==> config.mk <==
export PLATFORM = sky130hd
export DESIGN_NAME = cpu_obi_decoupler_flat
export DESIGN_NICKNAME = d
export VERILOG_FILES = /design/src/rtl/cpu_obi_decoupler_if.sv /design/src/rtl/cpu_obi_decoupler.sv /design/src/flat_wrapper.sv
export SDC_FILE = /design/constraint.sdc
export NUM_CORES = 1
export LEC_CHECK = 0
export ABC_AREA = 1
export BUFFER_PORTS_ARGS = -buffer_cell sky130_fd_sc_hd__buf_2
export CAP_MARGIN = 20
export CORE_UTILIZATION = 35
export DETAILED_ROUTE_END_ITERATION = 10
export HOLD_SLACK_MARGIN = 0.12
export PLACE_DENSITY = 0.58
export SLEW_MARGIN = 10
export SYNTH_ARGS = -nofsm -noshare
export SYNTH_HDL_FRONTEND = slang
export SYNTH_SLANG_ARGS = --single-unit
==> constraint.sdc <==
create_clock -name clk_i -period 1.5 [get_ports clk_i]
set_input_delay 0.075 -clock clk_i [delete_from_list [all_inputs] [get_ports clk_i]]
set_output_delay 0.075 -clock clk_i [all_outputs]
set_load 0.01 [all_outputs]
==> src/rtl/cpu_obi_decoupler_if.sv <==
// cpu_obi_decoupler_if: OBI request/response channel; the master issues requests, the slave grants and responds
interface cpu_obi_decoupler_if #(
   parameter int ADDR_WIDTH = 32,
   parameter int DATA_WIDTH = 32
);
   logic                    req, gnt, we, rvalid, err;
   logic [ADDR_WIDTH-1:0]   addr;
   logic [DATA_WIDTH/8-1:0] be;
   logic [DATA_WIDTH-1:0]   wdata, rdata;
   modport master (output req, addr, we, be, wdata, input gnt, rvalid, rdata, err);
   modport slave (input req, addr, we, be, wdata, output gnt, rvalid, rdata, err);
endinterface

==> src/rtl/cpu_obi_decoupler.sv <==
// cpu_obi_decoupler: OBI timing cut with request FIFO, registered responses, credit cap and drain handshake
module cpu_obi_decoupler #(
   parameter int ADDR_WIDTH      = 32,
   parameter int DATA_WIDTH      = 32,
   parameter int REQ_DEPTH       = 2,
   parameter int MAX_OUTSTANDING = 2
) (
   input  logic                                 clk_i,
   input  logic                                 rst_ni,
   input  logic                                 drain_req_i,
   output logic                                 drain_ack_o,
   output logic                                 protocol_err_o,
   output logic [$clog2(MAX_OUTSTANDING+1)-1:0] outstanding_o,
   cpu_obi_decoupler_if.slave                   core,
   cpu_obi_decoupler_if.master                  bus
);
   localparam int CW = $clog2(MAX_OUTSTANDING + 1);
   localparam int PW = REQ_DEPTH > 1 ? $clog2(REQ_DEPTH) : 1;
   localparam int FW = $clog2(REQ_DEPTH + 1);
   typedef enum logic [1:0] {RUN, DRAIN, IDLE} state_t;
   typedef struct packed {
      logic [ADDR_WIDTH-1:0]   addr;
      logic                    we;
      logic [DATA_WIDTH/8-1:0] be;
      logic [DATA_WIDTH-1:0]   wdata;
   } req_t;
   state_t        state, state_nxt;
   req_t          mem [REQ_DEPTH];
   req_t          head;
   logic [PW-1:0] wr_ptr, rd_ptr;
   logic [FW-1:0] fill;
   logic [CW-1:0] cnt;
   logic          rvalid_q, push, pop, full, empty, accept;
   assign full  = fill == FW'(REQ_DEPTH);
   assign empty = fill == '0;
   // rst_ni gating keeps the grant low while reset is held, not just after it
   assign core.gnt      = rst_ni && state == RUN && !full && cnt < CW'(MAX_OUTSTANDING);
   assign push          = core.req && core.gnt;
   assign pop           = bus.req && bus.gnt;
   assign head          = mem[rd_ptr];
   assign bus.req       = !empty;
   assign bus.addr      = head.addr;
   assign bus.we        = head.we;
   assign bus.be        = head.be;
   assign bus.wdata     = head.wdata;
   assign core.rvalid   = rvalid_q;
   assign outstanding_o = cnt;
   assign drain_ack_o   = state == IDLE;
   // a response is only legitimate if some granted transaction still awaits its core rvalid
   assign accept = bus.rvalid && cnt != CW'(rvalid_q);
   always_comb begin
      state_nxt = state;
      if (state == RUN && drain_req_i) state_nxt = DRAIN;
      else if (state != RUN && !drain_req_i) state_nxt = RUN;
      else if (state == DRAIN && cnt == '0 && empty && !rvalid_q) state_nxt = IDLE;
   end
   always_ff @(posedge clk_i or negedge rst_ni) begin
      if (!rst_ni) begin
         state          <= RUN;
         wr_ptr         <= '0;
         rd_ptr         <= '0;
         fill           <= '0;
         cnt            <= '0;
         rvalid_q       <= 1'b0;
         core.rdata     <= '0;
         core.err       <= 1'b0;
         protocol_err_o <= 1'b0;
         for (int i = 0; i < REQ_DEPTH; i++) mem[i] <= '0;
      end else begin
         state <= state_nxt;
         if (push) begin
            mem[wr_ptr] <= '{core.addr, core.we, core.be, core.wdata};
            wr_ptr      <= wr_ptr == PW'(REQ_DEPTH - 1) ? '0 : wr_ptr + 1'b1;
         end
         if (pop) rd_ptr <= rd_ptr == PW'(REQ_DEPTH - 1) ? '0 : rd_ptr + 1'b1;
         fill     <= fill + FW'(push) - FW'(pop);
         cnt      <= cnt + CW'(push) - CW'(rvalid_q);
         rvalid_q <= accept;
         if (accept) begin
            core.rdata <= bus.rdata;
            core.err   <= bus.err;
         end
         if (bus.rvalid && !accept) protocol_err_o <= 1'b1;
      end
   end
endmodule

==> src/flat_wrapper.sv <==
// flat-port wrapper written by rule: the top's interface ports become plain ports
module cpu_obi_decoupler_flat 
#(
   parameter int ADDR_WIDTH      = 32,
   parameter int DATA_WIDTH      = 32,
   parameter int REQ_DEPTH       = 2,
   parameter int MAX_OUTSTANDING = 2
)
  (clk_i, rst_ni, drain_req_i, drain_ack_o, protocol_err_o, outstanding_o, core_req, core_addr, core_we, core_be, core_wdata, core_gnt, core_rvalid, core_rdata, core_err, bus_req, bus_addr, bus_we, bus_be, bus_wdata, bus_gnt, bus_rvalid, bus_rdata, bus_err);
  cpu_obi_decoupler_if #(.ADDR_WIDTH(ADDR_WIDTH), .DATA_WIDTH(DATA_WIDTH)) core_i ();
  cpu_obi_decoupler_if #(.ADDR_WIDTH(ADDR_WIDTH), .DATA_WIDTH(DATA_WIDTH)) bus_i ();
  input  logic clk_i;
  input  logic rst_ni;
  input  logic drain_req_i;
  output logic drain_ack_o;
  output logic protocol_err_o;
  output logic [$clog2(MAX_OUTSTANDING+1)-1:0] outstanding_o;
  input wire logic [$bits(core_i.req)-1:0] core_req;
  input wire logic [$bits(core_i.addr)-1:0] core_addr;
  input wire logic [$bits(core_i.we)-1:0] core_we;
  input wire logic [$bits(core_i.be)-1:0] core_be;
  input wire logic [$bits(core_i.wdata)-1:0] core_wdata;
  output wire logic [$bits(core_i.gnt)-1:0] core_gnt;
  output wire logic [$bits(core_i.rvalid)-1:0] core_rvalid;
  output wire logic [$bits(core_i.rdata)-1:0] core_rdata;
  output wire logic [$bits(core_i.err)-1:0] core_err;
  output wire logic [$bits(bus_i.req)-1:0] bus_req;
  output wire logic [$bits(bus_i.addr)-1:0] bus_addr;
  output wire logic [$bits(bus_i.we)-1:0] bus_we;
  output wire logic [$bits(bus_i.be)-1:0] bus_be;
  output wire logic [$bits(bus_i.wdata)-1:0] bus_wdata;
  input wire logic [$bits(bus_i.gnt)-1:0] bus_gnt;
  input wire logic [$bits(bus_i.rvalid)-1:0] bus_rvalid;
  input wire logic [$bits(bus_i.rdata)-1:0] bus_rdata;
  input wire logic [$bits(bus_i.err)-1:0] bus_err;
  assign core_i.req = core_req;
  assign core_i.addr = core_addr;
  assign core_i.we = core_we;
  assign core_i.be = core_be;
  assign core_i.wdata = core_wdata;
  assign core_gnt = core_i.gnt;
  assign core_rvalid = core_i.rvalid;
  assign core_rdata = core_i.rdata;
  assign core_err = core_i.err;
  assign bus_req = bus_i.req;
  assign bus_addr = bus_i.addr;
  assign bus_we = bus_i.we;
  assign bus_be = bus_i.be;
  assign bus_wdata = bus_i.wdata;
  assign bus_i.gnt = bus_gnt;
  assign bus_i.rvalid = bus_rvalid;
  assign bus_i.rdata = bus_rdata;
  assign bus_i.err = bus_err;
  cpu_obi_decoupler #(.ADDR_WIDTH(ADDR_WIDTH), .DATA_WIDTH(DATA_WIDTH), .REQ_DEPTH(REQ_DEPTH), .MAX_OUTSTANDING(MAX_OUTSTANDING)) u_core (.clk_i(clk_i), .rst_ni(rst_ni), .drain_req_i(drain_req_i), .drain_ack_o(drain_ack_o), .protocol_err_o(protocol_err_o), .outstanding_o(outstanding_o), .core(core_i), .bus(bus_i));
endmodule
[After elaboration in Yosys (flattened, before gate mapping)]
Cells that the tools add are included.
Word-level totals
  register bits after elaboration: 181
  bits of input ports: 108
Cells by class
  add/subtract/negate cells: 6
  mux-type cells: 11
  eq/ne operators: 4
  $lt $le $gt $ge: 4
  reductions and logical operators: 23
  bitwise operators: 2
Operators with widths (number)
  69-bit two-way mux: 4
  138-bit bitwise mux: 1
  69-bit demux with 1-bit select: 1
  1-bit logical AND: 13
  2-bit logical NOT: 3
  2-bit two-way mux: 3
  1-bit logical NOT: 5
  2-bit by 1-bit adder with 2-bit output: 2
  2-bit equality test, second input constant: 2
  2-bit greater-or-equal comparator, second input constant: 2
  1-bit inverter with 2-bit output: 2
  2-bit by 1-bit subtractor with 2-bit output: 2
  3-bit nonzero test: 1
  1-bit adder, second input constant: 2
  2-bit by 1-bit equality test with 1-bit output, second input constant: 1
  2-bit by 1-bit less-than comparator with 1-bit output, second input constant: 1
  2-bit less-than comparator, second input constant: 1
  1-bit two-way mux: 2
  2-bit by 1-bit inequality test with 1-bit output: 1
  2-bit nonzero test: 1

[Logic depth before layout (Yosys ltp)]
Gate-level depths: netlist of run 1.
  depth after elaboration: 7
  depth in mapped cells: 10

[Least setup slack after synthesis of run 1]
OpenSTA, ideal clock, no wires.
  path kind: reg2reg
  start: reg u_core.cnt[1] (netlist: u_core.outstanding_o[1])
  end: reg u_core.fill[1]
  required time: 1.421 ns
  path buffers: 1
  clock period less this slack: 1.583 ns
  stages on the path, launching flop included: 10
  arrival: 1.504 ns
  setup time: 0.079 ns
  setup slack: -0.083 ns
  cell sequence: dfrtp_1 -> inv_1 -> nand2_1 -> nor2_4 -> buf_4 -> nand2_1 -> inv_1 -> ha_1 -> xnor2_1 -> xor2_1
Between the ends
  longest elaborated chain between the ends: 5
RTL lines
  start, declared: RTL line cpu_obi_decoupler.sv:32  | logic [CW-1:0] cnt;
  start signal, assigned: RTL line cpu_obi_decoupler.sv:77  | cnt <= cnt + CW'(push) - CW'(rvalid_q);
  2-bit less-than comparator: RTL line cpu_obi_decoupler.sv:37  | assign core.gnt = rst_ni && state == RUN && !full && cnt < CW'(MAX_OUTSTANDING);
  1-bit logical AND: RTL line cpu_obi_decoupler.sv:37
  1-bit logical AND: RTL line cpu_obi_decoupler.sv:38  | assign push = core.req && core.gnt;
  2-bit by 1-bit adder with 2-bit output: RTL line cpu_obi_decoupler.sv:76  | fill <= fill + FW'(push) - FW'(pop);
  2-bit by 1-bit subtractor with 2-bit output: RTL line cpu_obi_decoupler.sv:76
  end signal, assigned: RTL line cpu_obi_decoupler.sv:76
  end, declared: RTL line cpu_obi_decoupler.sv:31  | logic [FW-1:0] fill;
No other way between the ends.
A chain may end at the register's enable or synchronous reset.

[Final worst setup path of run 1]
  start: reg u_core.rd_ptr
  end: out bus_addr[1]
Between the ends
  longest elaborated chain between the ends: 4
RTL lines
  start, declared: RTL line cpu_obi_decoupler.sv:30  | logic [PW-1:0] wr_ptr, rd_ptr;
  start signal, assigned: RTL line cpu_obi_decoupler.sv:75  | if (pop) rd_ptr <= rd_ptr == PW'(REQ_DEPTH - 1) ? '0 : rd_ptr + 1'b1;
  1-bit inverter with 2-bit output (not written as such): RTL line cpu_obi_decoupler.sv:40  | assign head = mem[rd_ptr];
  69-bit two-way mux (not written as such) (3 in series): RTL line cpu_obi_decoupler.sv:40
  end, declared: RTL line flat_wrapper.sv:28  | output wire logic [$bits(bus_i.addr)-1:0] bus_addr;
No other way between the ends. The select of a mux whose other input is x is not followed.

==> results of run 1 <==
registers in the layout (all words and copies together), names as in the netlist:
name,flops
u_core.state,2
u_core.core.rdata,32
u_core.wr_ptr,1
u_core.core.rvalid,1
u_core.fill,2
u_core.mem,138
u_core.outstanding_o,2
u_core.protocol_err_o,1
u_core.core.err,1
u_core.rd_ptr,1
kinds of logic after synthesis:
| logic type | after synthesis | synth area share |
|---|---|---|
| AO/OA/AOI/OAI | 1 | 0.00106 |
| XOR/XNOR | 4 | 0.00425 |
| adder cells (fa/ha/maj) | 5 | 0.00758 |
| buffers and inverters | 98 | 0.0497 |
| flip-flops | 181 | 0.549 |
| AND/OR/NAND/NOR | 753 | 0.388 |
per-stage QoR:
| stage | hold slack (ns) | setup TNS (ns) | cells | area, um^2 | worst slack (ns) |
|---|---|---|---|---|---|
| 6_report | 0.253 | -9.33 | 1709 | 13100 | -0.138 |
| 5_1_grt | 0.287 | -26.51 | 1709 | 13100 | -0.199 |
| 4_1_cts | 0.253 | -8.96 | 1685 | 12000 | -0.105 |
| 3_5_place_dp | 0.141 | -0.222 | 1531 | 9920 | -0.0184 |
| 3_3_place_gp | 0.145 | 0 | 1531 | 9920 | 0.00343 |
| 2_1_floorplan | -0.221 | -0.00681 | 1042 | 8280 | -0.00681 |
per-layer routing:
metal	track usage	vias to the layer above	wire [um]
li1	-	4053	-
met1	0.300	4052	12300
met2	0.374	287	14200
met3	0.0481	30	1910
met4	0.0626	0	430
met5	0	-	0
cell usage after synthesis, drive strengths merged:
library cell  instances  area, um^2
nor2                  5        33.8
a31o                  1        8.76
xor2                  2        17.5
xnor2                 2        17.5
clkinv                1        3.75
dfrtp               181        4530
buf                  30         155
inv                  16        60.1
ha                    5        62.6
clkbuf               51         191
nand4               140         876
nand2               603        2270
nand3                 5        30.0
area by class of cell:
type	count	area share
Sequential cell	181	0.347
Inverter	17	0.00575
Antenna cell	1	0.000192
Clock buffer	18	0.0337
Tap cell	313	0.0300
Clock inverter	14	0.00930
Timing Repair Buffer	402	0.280
Multi-Input combinational cell	763	0.294
power by group through the flow:
stage | clock, mW | sequential (mW) | combinational [mW]
floorplan | 0 | 8.23 | 5.28
global placement | 0 | 8.18 | 9.32
detailed placement | 0 | 8.21 | 9.45
CTS | 4.42 | 8.22 | 11.1
global route | 4.62 | 8.76 | 15.0
finish | 4.32 | 8.51 | 13.8
what timing repair did:
item | 4_1_cts | 5_1_grt
hold buffers | 107 | 0
pin swaps | 6 | 33
gates cloned | 8 | 12
setup endpoints to repair | 202 | 214
gates resized for setup | 48 | 181
buffers inserted | 7 | 12
hold endpoints to repair | 358 | 0
worst max path at each step:
stage | from | endpoint | slack, ns | cells after the start
2_1_floorplan | u_core.fill[1] | u_core.fill[1] | -0.007 | 9
3_3_place_gp | u_core.state[0] | u_core.mem[118] | 0.003 | 8
3_5_place_dp | u_core.state[0] | u_core.mem[100] | -0.02 | 8
4_1_cts | u_core.rd_ptr | bus_wdata[10] | -0.10 | 5
5_1_grt | u_core.rd_ptr | bus_wdata[20] | -0.20 | 6
6_report | u_core.rd_ptr | bus_addr[1] | -0.14 | 6
critical path, delay by kind of cell, from the launching register on:
kind	cells	cell delay, ns
flops	1	0.46
simple gates	2	0.11
buf+inv	4	0.55
==> flow_metrics.py, run 1 <==
metrics = {
    "outcome": {
        "status": "finished, violations left",
        "violations": "setup timing",
    },
    "grt": {
        "grt_pass1_vias": 8137,
        "antenna_found_initial": 1,
        "grt_max_degree": 125,
        "grt_pass1_wl_mm": 42.6,
        "gr-total-overflow": 0,
        "groute.usage.overall": 0.226,
    },
    "worst_setup_path": {
        "cpPeakStageDelay_ns": 0.46,
        "endpoint_kind": "primary output",
        "critical_path_arrival_ns": 1.56,
        "crit_type": "register to primary output",
        "cp-start-kind": "register",
        "r2r_cells": 9,
        "reg2reg_from": "u_core.state[0]",
        "cp_cell_sequence": "inv_8, buf_12, clkbuf_16, nand2_1, nand2_1, buf_2",
        "crit_path_top_delay_cell": "dfrtp_2",
        "cp_max_fo": 6,
        "cpMostUsedCell": "nand2_1",
        "reg2reg_to": "u_core.mem[99]",
        "r2r_slack_ns": -0.08,
        "worstPathRequired_ns": 1.42,
    },
    "synthesis": {
        "yosysUniqueCellTypes": 20,
        "synth_area_um2": 8250,
        "synth_seq_area_share": 0.549,
        "avgSynthCellArea_um2": 7.92,
        "syn_inst": 1042,
        "yosysWarnings": 0,
        "synth_seq_cells": 181,
        "synth.net_count": 1155,
    },
    "final_layout": {
        "layout_commonest_cell": "nand2_1",
        "seq_area_um2": 4530,
        "final_util": 0.571,
        "syn_to_final_growth_pct": 58.1,
        "drive_gt1_frac": 0.325,
        "final_cell_mix": "nand2_1 (494), dfrtp_1 (179), buf_2 (169)",
        "multi_input_area_um2": 3840,
        "fillers": 2051,
        "nets": 1495,
    },
    "sta": {
        "rsz0062_at_grt": "true",
        "fin_ws_ns": -0.138,
        "maxSlewHeadroom": 0.521,
        "finalHoldViolCount": 0,
        "max_freq_mhz": 610,
        "setup_violations": 153,
        "fin_crit_ns": 1.64,
        "fin_worst_skew_ns": 0.0106,
        "worst_slew_pin_slew_ns": 0.719,
        "min_period_over_period": 1.09,
        "slew_violations": 0,
    },
    "clocking": {
        "clkLatencyLatePin_ns": 0.44,
        "path_clk_slew_ns": 0.07,
        "cts_buffers": 17,
        "cts_tree": "built",
        "clk_path_buf_depth": 2,
        "cts_sinks": 181,
        "htreeDepth": 4,
        "cts-root-buf": "clkbuf_16",
    },
    "pwr": {
        "p_sw_mw": 10.9,
        "pwr-share-comb": 0.518,
        "ir_drop_uv": 979,
        "power_frac_seq": 0.319,
        "p_int_mw": 15.7,
        "p_leak_nw": 7.07,
        "power.share.clock": 0.162,
        "total_power_mw": 26.6,
        "switching_share": 0.411,
        "p_per_area_nw_per_um2": 2040,
    },
    "detailed_routing": {
        "antenna_left": 0,
        "wirelength_mm": 28.8,
        "drt_pre_antenna_iters": 8,
        "vias": 8422,
        "routedWlPerCell_um": 16.9,
        "remaining_drc_errors": 0,
        "drt_iter0_drc": 569,
        "viasPerCell": 4.93,
    },
    "place": {
        "routabilityCongestion": 0.736,
        "place_hpwl_mm": 14.9,
        "io_buffers": 216,
    },
    "floorplan": {
        "core_um2": 22800,
        "die_y_um": 156,
        "die_area_um2": 24200,
        "rows": 55,
        "start_util": 0.361,
        "ios": 217,
        "die_x_um": 156,
    },
    "min_path": {
        "hold_class": "input port to async pin",
    },
    "run": {
        "maxCapViolations": 0,
    },
}
(Power assumes the default switching activity.)
==> run 2, diff against run 1 <==
--- a/config.mk
+++ b/config.mk
@@ -5,13 +5,13 @@
 export SDC_FILE = /design/constraint.sdc
 export NUM_CORES = 1
 export LEC_CHECK = 0
-export ABC_AREA = 1
 export BUFFER_PORTS_ARGS = -buffer_cell sky130_fd_sc_hd__buf_2
 export CAP_MARGIN = 20
 export CORE_UTILIZATION = 35
 export DETAILED_ROUTE_END_ITERATION = 10
 export HOLD_SLACK_MARGIN = 0.12
-export PLACE_DENSITY = 0.58
+export PLACE_DENSITY = 0.59
+export SKIP_LAST_GASP = 1
 export SLEW_MARGIN = 10
 export SYNTH_ARGS = -nofsm -noshare
 export SYNTH_HDL_FRONTEND = slang
==> flow_metrics.py, run 2 <==
metrics = {
    "outcome": {
        "status": "finished, violations left",
        "violations": "setup timing",
    },
    "worst_setup_path": {
        "cpPeakStageDelay_ns": 0.41,
        "endpoint_kind": "register",
        "critical_path_arrival_ns": 2.06,
        "crit_type": "register to register",
        "crit_path_top_delay_cell": "dfrtp_1",
        "cp_cell_sequence": "nor4b_4, buf_4, nand4b_4, buf_12, mux2_1",
        "worstPathRequired_ns": 1.81,
        "cp_max_fo": 46,
        "cp-start-kind": "register",
    },
    "floorplan": {
        "rows": 53,
        "die_area_um2": 22500,
        "start_util": 0.361,
        "ios": 217,
        "core_um2": 21200,
        "die_x_um": 150,
        "die_y_um": 150,
    },
    "pwr": {
        "p_leak_nw": 5.89,
        "ir_drop_uv": 1060,
        "p_per_area_nw_per_um2": 2090,
        "total_power_mw": 25.1,
    },
    "grt": {
        "gr-usage-met3": 0.0503,
        "grt_max_degree": 111,
        "grt_util_met1": 0.217,
        "groute.usage.overall": 0.180,
        "grt_pass1_vias": 5875,
        "gr-max-usage-layer": "met2",
        "gr-total-overflow": 0,
        "grt_pass1_wl_mm": 30.6,
        "antenna_found_initial": 0,
        "use_met2": 0.313,
    },
    "synthesis": {
        "yosysWarnings": 0,
        "ys.flop_type": "dfrtp_1",
        "synth_top_family_by_area": "multiplexers",
        "synth_seq_cells": 181,
        "synthXorXnorAreaFrac": 0.00800,
        "synth_seq_area_share": 0.591,
        "synthAdderAreaFrac": 0.00816,
        "synthTopCellsByArea": "dfrtp_1 (59%), mux2_2 (32%), mux2_1 (2.9%), ha_1 (0.82%), buf_1 (0.59%)",
        "synth_edf_count": 0,
        "synth_top_area_frac": 0.591,
        "avgSynthCellArea_um2": 15.7,
        "synthArstFlopShare": 1.00,
        "yosysUniqueCellTypes": 28,
        "synth.most_common_cell": "mux2_2",
        "synthSimpleGateAreaFrac": 0.0165,
        "synth_mux_area_frac": 0.353,
        "synth_compound_area_frac": 0.00457,
        "synth.net_count": 601,
        "synth_area_um2": 7670,
        "syn_inst": 488,
        "synth_commonest_cells": "mux2_2 (220), dfrtp_1 (181), mux2_1 (20)",
        "yosysTopAreaCell": "dfrtp_1",
    },
    "final_layout": {
        "layout_commonest_cell": "mux2_2",
        "multi_input_area_um2": 3270,
        "reg.largest.list": "u_core.mem: 138 flops, u_core.core.rdata: 32 flops",
        "final_cell_mix": "mux2_2 (185), dfrtp_1 (180), buf_2 (179)",
        "syn_to_final_growth_pct": 56.4,
        "largest_reg_flops": 138,
        "insertedDiodeCount": 0,
        "nets": 965,
        "final_util": 0.565,
        "top_register": "u_core.mem",
        "fillers": 1666,
        "seq_area_um2": 4530,
        "drive_gt1_frac": 0.628,
    },
    "detailed_routing": {
        "remaining_drc_errors": 0,
        "vias": 5334,
        "wirelength_mm": 20.6,
        "drt_pre_antenna_iters": 6,
        "routedWlPerCell_um": 18.1,
        "viasPerCell": 4.68,
        "drt_iter0_drc": 135,
        "antenna_left": 0,
    },
    "clocking": {
        "cts_tree": "built",
        "cts-root-buf": "clkbuf_16",
        "clk_path_buf_depth": 2,
        "path_clk_slew_ns": 0.07,
        "clkLatencyLatePin_ns": 0.43,
        "htreeDepth": 4,
        "cts_sinks": 181,
        "cts_buffers": 17,
    },
    "sta": {
        "slew_violations": 0,
        "finalHoldViolCount": 0,
        "rsz0062_at_grt": "true",
        "min_period_over_period": 1.17,
        "worst_slew_pin_slew_ns": 0.596,
        "fin_crit_ns": 1.75,
        "maxSlewHeadroom": 0.603,
        "max_freq_mhz": 571,
        "setup_tns_ns": -40.98,
        "setup_violations": 227,
        "fin_ws_ns": -0.253,
        "fin_worst_skew_ns": 0.00870,
        "whs_ns": 0.152,
    },
    "place": {
        "routabilityCongestion": 0.750,
        "place_hpwl_mm": 11.5,
        "io_buffers": 216,
    },
    "min_path": {
        "hold_class": "input port to register",
    },
    "run": {
        "maxCapViolations": 0,
    },
}
run 2: cell count changes after synthesis, moves of 3 or more:
cell | previous run | this run
mux2_2 | 0 | 220
nand3_1 | 4 | 1
nand4_1 | 140 | 0
buf_1 | 3 | 12
mux2_1 | 0 | 20
clkbuf_1 | 51 | 9
nand2_1 | 602 | 1
buf_2 | 25 | 2
inv_1 | 14 | 10
run 2: cell type report:
class                           count  area share
Sequential cell                   181       0.378
Clock buffer                       18      0.0358
Timing Repair Buffer              370       0.269
Clock inverter                     14      0.0122
Tap cell                          275      0.0287
Inverter                           10     0.00334
Multi-Input combinational cell    272       0.273
run 2: routing by layer:
layer	routed length [um]	vias to the layer above	share of wire
li1	-	2472	-
met1	8730	2660	0.42
met2	10400	179	0.51
met3	1200	23	0.058
met4	256	0	0.012
met5	0	-	0
run 2: metrics by stage:
step | cells | setup slack (ns) | cell area [um^2]
4_1_cts | 1131 | -0.270 | 11500
3_3_place_gp | 977 | -0.200 | 9350
6_report | 1140 | -0.253 | 12000
2_1_floorplan | 488 | -0.235 | 7800
5_1_grt | 1140 | -0.311 | 12000
3_5_place_dp | 977 | -0.237 | 9350
run 2: path summary, 6_finish.rpt:
path                       cells past startpoint               endpoint  slack (ns)                    start
setup / recovery                               5         u_core.mem[92]       -0.25  u_core.outstanding_o[1]
hold / removal                                 4          u_core.rd_ptr        0.15                  bus_gnt
setup reg to reg                               5         u_core.mem[92]       -0.25  u_core.outstanding_o[1]
hold reg to reg                                1  u_core.protocol_err_o        0.49    u_core.protocol_err_o
max in group asynchronous                      4         u_core.mem[75]        0.18                   rst_ni
min in group asynchronous                      3         u_core.mem[43]        0.41                   rst_ni
run 2: critical path: cells and delay by family, from the launching register on:
family,cells,cell delay [ns]
buf+inv,2,0.39
flops,1,0.41
mux,1,0.36
simple gates,2,0.40
run 2: what timing repair did:
item / 4_1_cts / 5_1_grt
cloned: 9 / 7
hold endpoints to repair: 285 / 0
resized for setup: 43 / 72
pin swaps: 9 / 11
setup endpoints to repair: 218 / 283
hold buffers: 106 / 0
setup buffers: 9 / 3
run 2: logic make-up (layout without fill, tap and decap cells):
family	Yosys count	in the layout
fa+ha+maj	5	5
compound gates	4	4
xor+xnor	7	7
mux	240	240
flops	181	181
buf+inv	35	412
simple gates	16	16
run 2: power breakdown:
part | switching [mW] | internal (mW) | total [mW]
combinational | 4.74 | 7.42 | 12.2
clock | 2.04 | 2.34 | 4.38
sequential | 1.26 | 7.28 | 8.54
total | 8.04 | 17.0 | 25.1
==> run 3, diff against run 2 <==
--- a/config.mk
+++ b/config.mk
@@ -10,7 +10,8 @@
 export CORE_UTILIZATION = 35
 export DETAILED_ROUTE_END_ITERATION = 10
 export HOLD_SLACK_MARGIN = 0.12
-export PLACE_DENSITY = 0.59
+export PLACE_DENSITY = 0.57
+export SKIP_CTS_REPAIR_TIMING = 1
 export SKIP_LAST_GASP = 1
 export SLEW_MARGIN = 10
 export SYNTH_ARGS = -nofsm -noshare
==> constraint.sdc (replaced) <==
create_clock -name clk_i -period 1.9 [get_ports clk_i]
set_input_delay 0.095 -clock clk_i [delete_from_list [all_inputs] [get_ports clk_i]]
set_output_delay 0.095 -clock clk_i [all_outputs]
set_load 0.01 [all_outputs]
==> flow_metrics.py, run 3 (synthesized netlist as in run 2, its figures left out) <==
metrics = {
    "outcome": {
        "status": "finished clean",
    },
    "final_layout": {
        "final_cell_mix": "mux2_2 (220), buf_2 (215), dfrtp_1 (180)",
        "insertedDiodeCount": 0,
        "reg.largest.list": "u_core.mem: 138 flops, u_core.core.rdata: 32 flops",
        "layout_commonest_cell": "mux2_2",
        "drive_gt1_frac": 0.591,
        "post_layout_nonfiller_instances": 1118,
        "nets": 943,
        "syn_to_final_growth_pct": 43.8,
        "final_util": 0.520,
        "largest_reg_flops": 138,
        "top_register": "u_core.mem",
    },
    "grt": {
        "groute.usage.overall": 0.152,
        "antenna_found_initial": 0,
        "grt_max_degree": 136,
        "grt_pass1_vias": 5250,
        "grt_pass1_wl_mm": 26.5,
        "gr-total-overflow": 0,
    },
    "worst_setup_path": {
        "r2r_cells": 5,
        "cp-endpoint": "u_core.mem[95]",
        "crit_path_top_delay_cell": "dfrtp_1",
        "cp_max_fo": 51,
        "r2r_slack_ns": 0.04,
        "endpoint_kind": "register",
        "cp_cell_sequence": "nor4b_4, buf_4, nand4b_4, buf_12, mux2_1",
        "reg2reg_from": "u_core.state[1]",
        "crit_start": "u_core.state[1]",
        "reg2reg_to": "u_core.mem[95]",
        "crit_type": "register to register",
        "cpPeakStageDelay_ns": 0.41,
        "critical_path_arrival_ns": 2.16,
        "worstPathRequired_ns": 2.20,
        "cp-start-kind": "register",
    },
    "detailed_routing": {
        "viasPerCell": 4.70,
        "drt_pre_antenna_iters": 4,
        "drt_iter0_drc": 116,
        "routedWlPerCell_um": 16.0,
        "antenna_left": 0,
        "vias": 5251,
        "wirelength_mm": 17.9,
        "remaining_drc_errors": 0,
    },
    "clocking": {
        "clkLatencyLatePin_ns": 0.42,
        "cts_tree": "built",
        "cts_sinks": 181,
        "path_clk_slew_ns": 0.07,
        "cts-root-buf": "clkbuf_16",
        "clk_path_buf_depth": 2,
        "cts_buffers": 17,
        "htreeDepth": 4,
    },
    "sta": {
        "setup_violations": 0,
        "finalHoldViolCount": 0,
        "fin_worst_skew_ns": 0.0104,
        "max_freq_mhz": 538,
        "min_period_over_period": 0.979,
        "rsz0062_at_grt": "false",
        "slew_violations": 0,
        "fin_crit_ns": 1.86,
        "maxSlewHeadroom": 0.515,
        "worst_slew_pin_slew_ns": 0.727,
    },
    "pwr": {
        "p_per_area_nw_per_um2": 1630,
        "p_sw_mw": 5.64,
        "switching_share": 0.315,
        "power.share.clock": 0.219,
        "p_leak_nw": 5.39,
        "p_int_mw": 12.3,
        "power_frac_seq": 0.375,
        "pwr-share-comb": 0.406,
        "ir_drop_uv": 730,
    },
    "place": {
        "routabilityCongestion": 0.725,
        "placedCellCount": 971,
        "io_buffers": 216,
        "place_hpwl_mm": 11.6,
    },
    "floorplan": {
        "die_y_um": 150,
        "die_area_um2": 22500,
        "core_um2": 21200,
        "start_util": 0.361,
        "rows": 53,
        "ios": 217,
        "die_x_um": 150,
    },
    "run": {
        "maxCapViolations": 0,
    },
    "min_path": {
        "hold_class": "input port to async pin",
    },
}
[run 3: final cells by class]
type	instances	area, um^2
repair buffers	348	2450
fillers	1810	10200
clock inverters	13	218
inverters	10	37.5
well taps	275	344
multi-input cells	272	3010
clock buffers	19	443
flip-flops and latches	181	4530
[run 3: how the worst min path moves through the flow]
stage,startpoint,to,slack (ns),cells past startpoint
after floorplan,rst_ni,u_core.core.err,-0.20,0
after global placement,rst_ni,u_core.mem[78],0.28,2
after detailed placement,rst_ni,u_core.mem[78],0.30,2
after CTS,rst_ni,u_core.mem[78],-0.16,2
after global routing,core_wdata[27],u_core.mem[27],0.42,3
final,rst_ni,u_core.mem[78],0.38,3
[run 3: per-layer routing]
| layer | vias to the layer above | wire length, um | GRT usage |
|---|---|---|---|
| met3 | 17 | 1410 | 0.0595 |
| li1 | 2416 | - | - |
| met5 | - | 0 | 0 |
| met1 | 2638 | 7720 | 0.184 |
| met2 | 180 | 8530 | 0.247 |
| met4 | 0 | 238 | 0.0535 |
[run 3: power groups by stage]
stage,combinational (mW),sequential [mW],clock [mW]
floorplan,4.31,6.66,0
global placement,6.81,6.65,0
detailed placement,6.96,6.77,0
CTS,7.00,6.73,4.04
global route,7.88,6.99,4.21
finish,7.28,6.74,3.93
[run 3: worst max-delay path: cells and delay by family, from the launching register on]
| family | cells | cell delay (ns) |
|---|---|---|
| multiplexers | 1 | 0.36 |
| buffers and inverters | 2 | 0.42 |
| AND/OR/NAND/NOR | 2 | 0.50 |
| flip-flops | 1 | 0.41 |
[run 3: per-stage QoR]
stage | area, um^2 | TNS (ns) | setup WS (ns) | power [mW] | hold WS [ns]
detailed placement | 9210 | 0 | 0.0806 | 13.7 | 0.303
finish | 11000 | 0 | 0.0407 | 17.9 | 0.383
global placement | 9210 | 0 | 0.124 | 13.5 | 0.282
CTS | 9870 | -1.11 | -0.0457 | 17.8 | -0.155
global route | 11000 | 0 | 0.0235 | 19.1 | 0.423
floorplan | 7670 | 0 | 0.0697 | 11.0 | -0.201
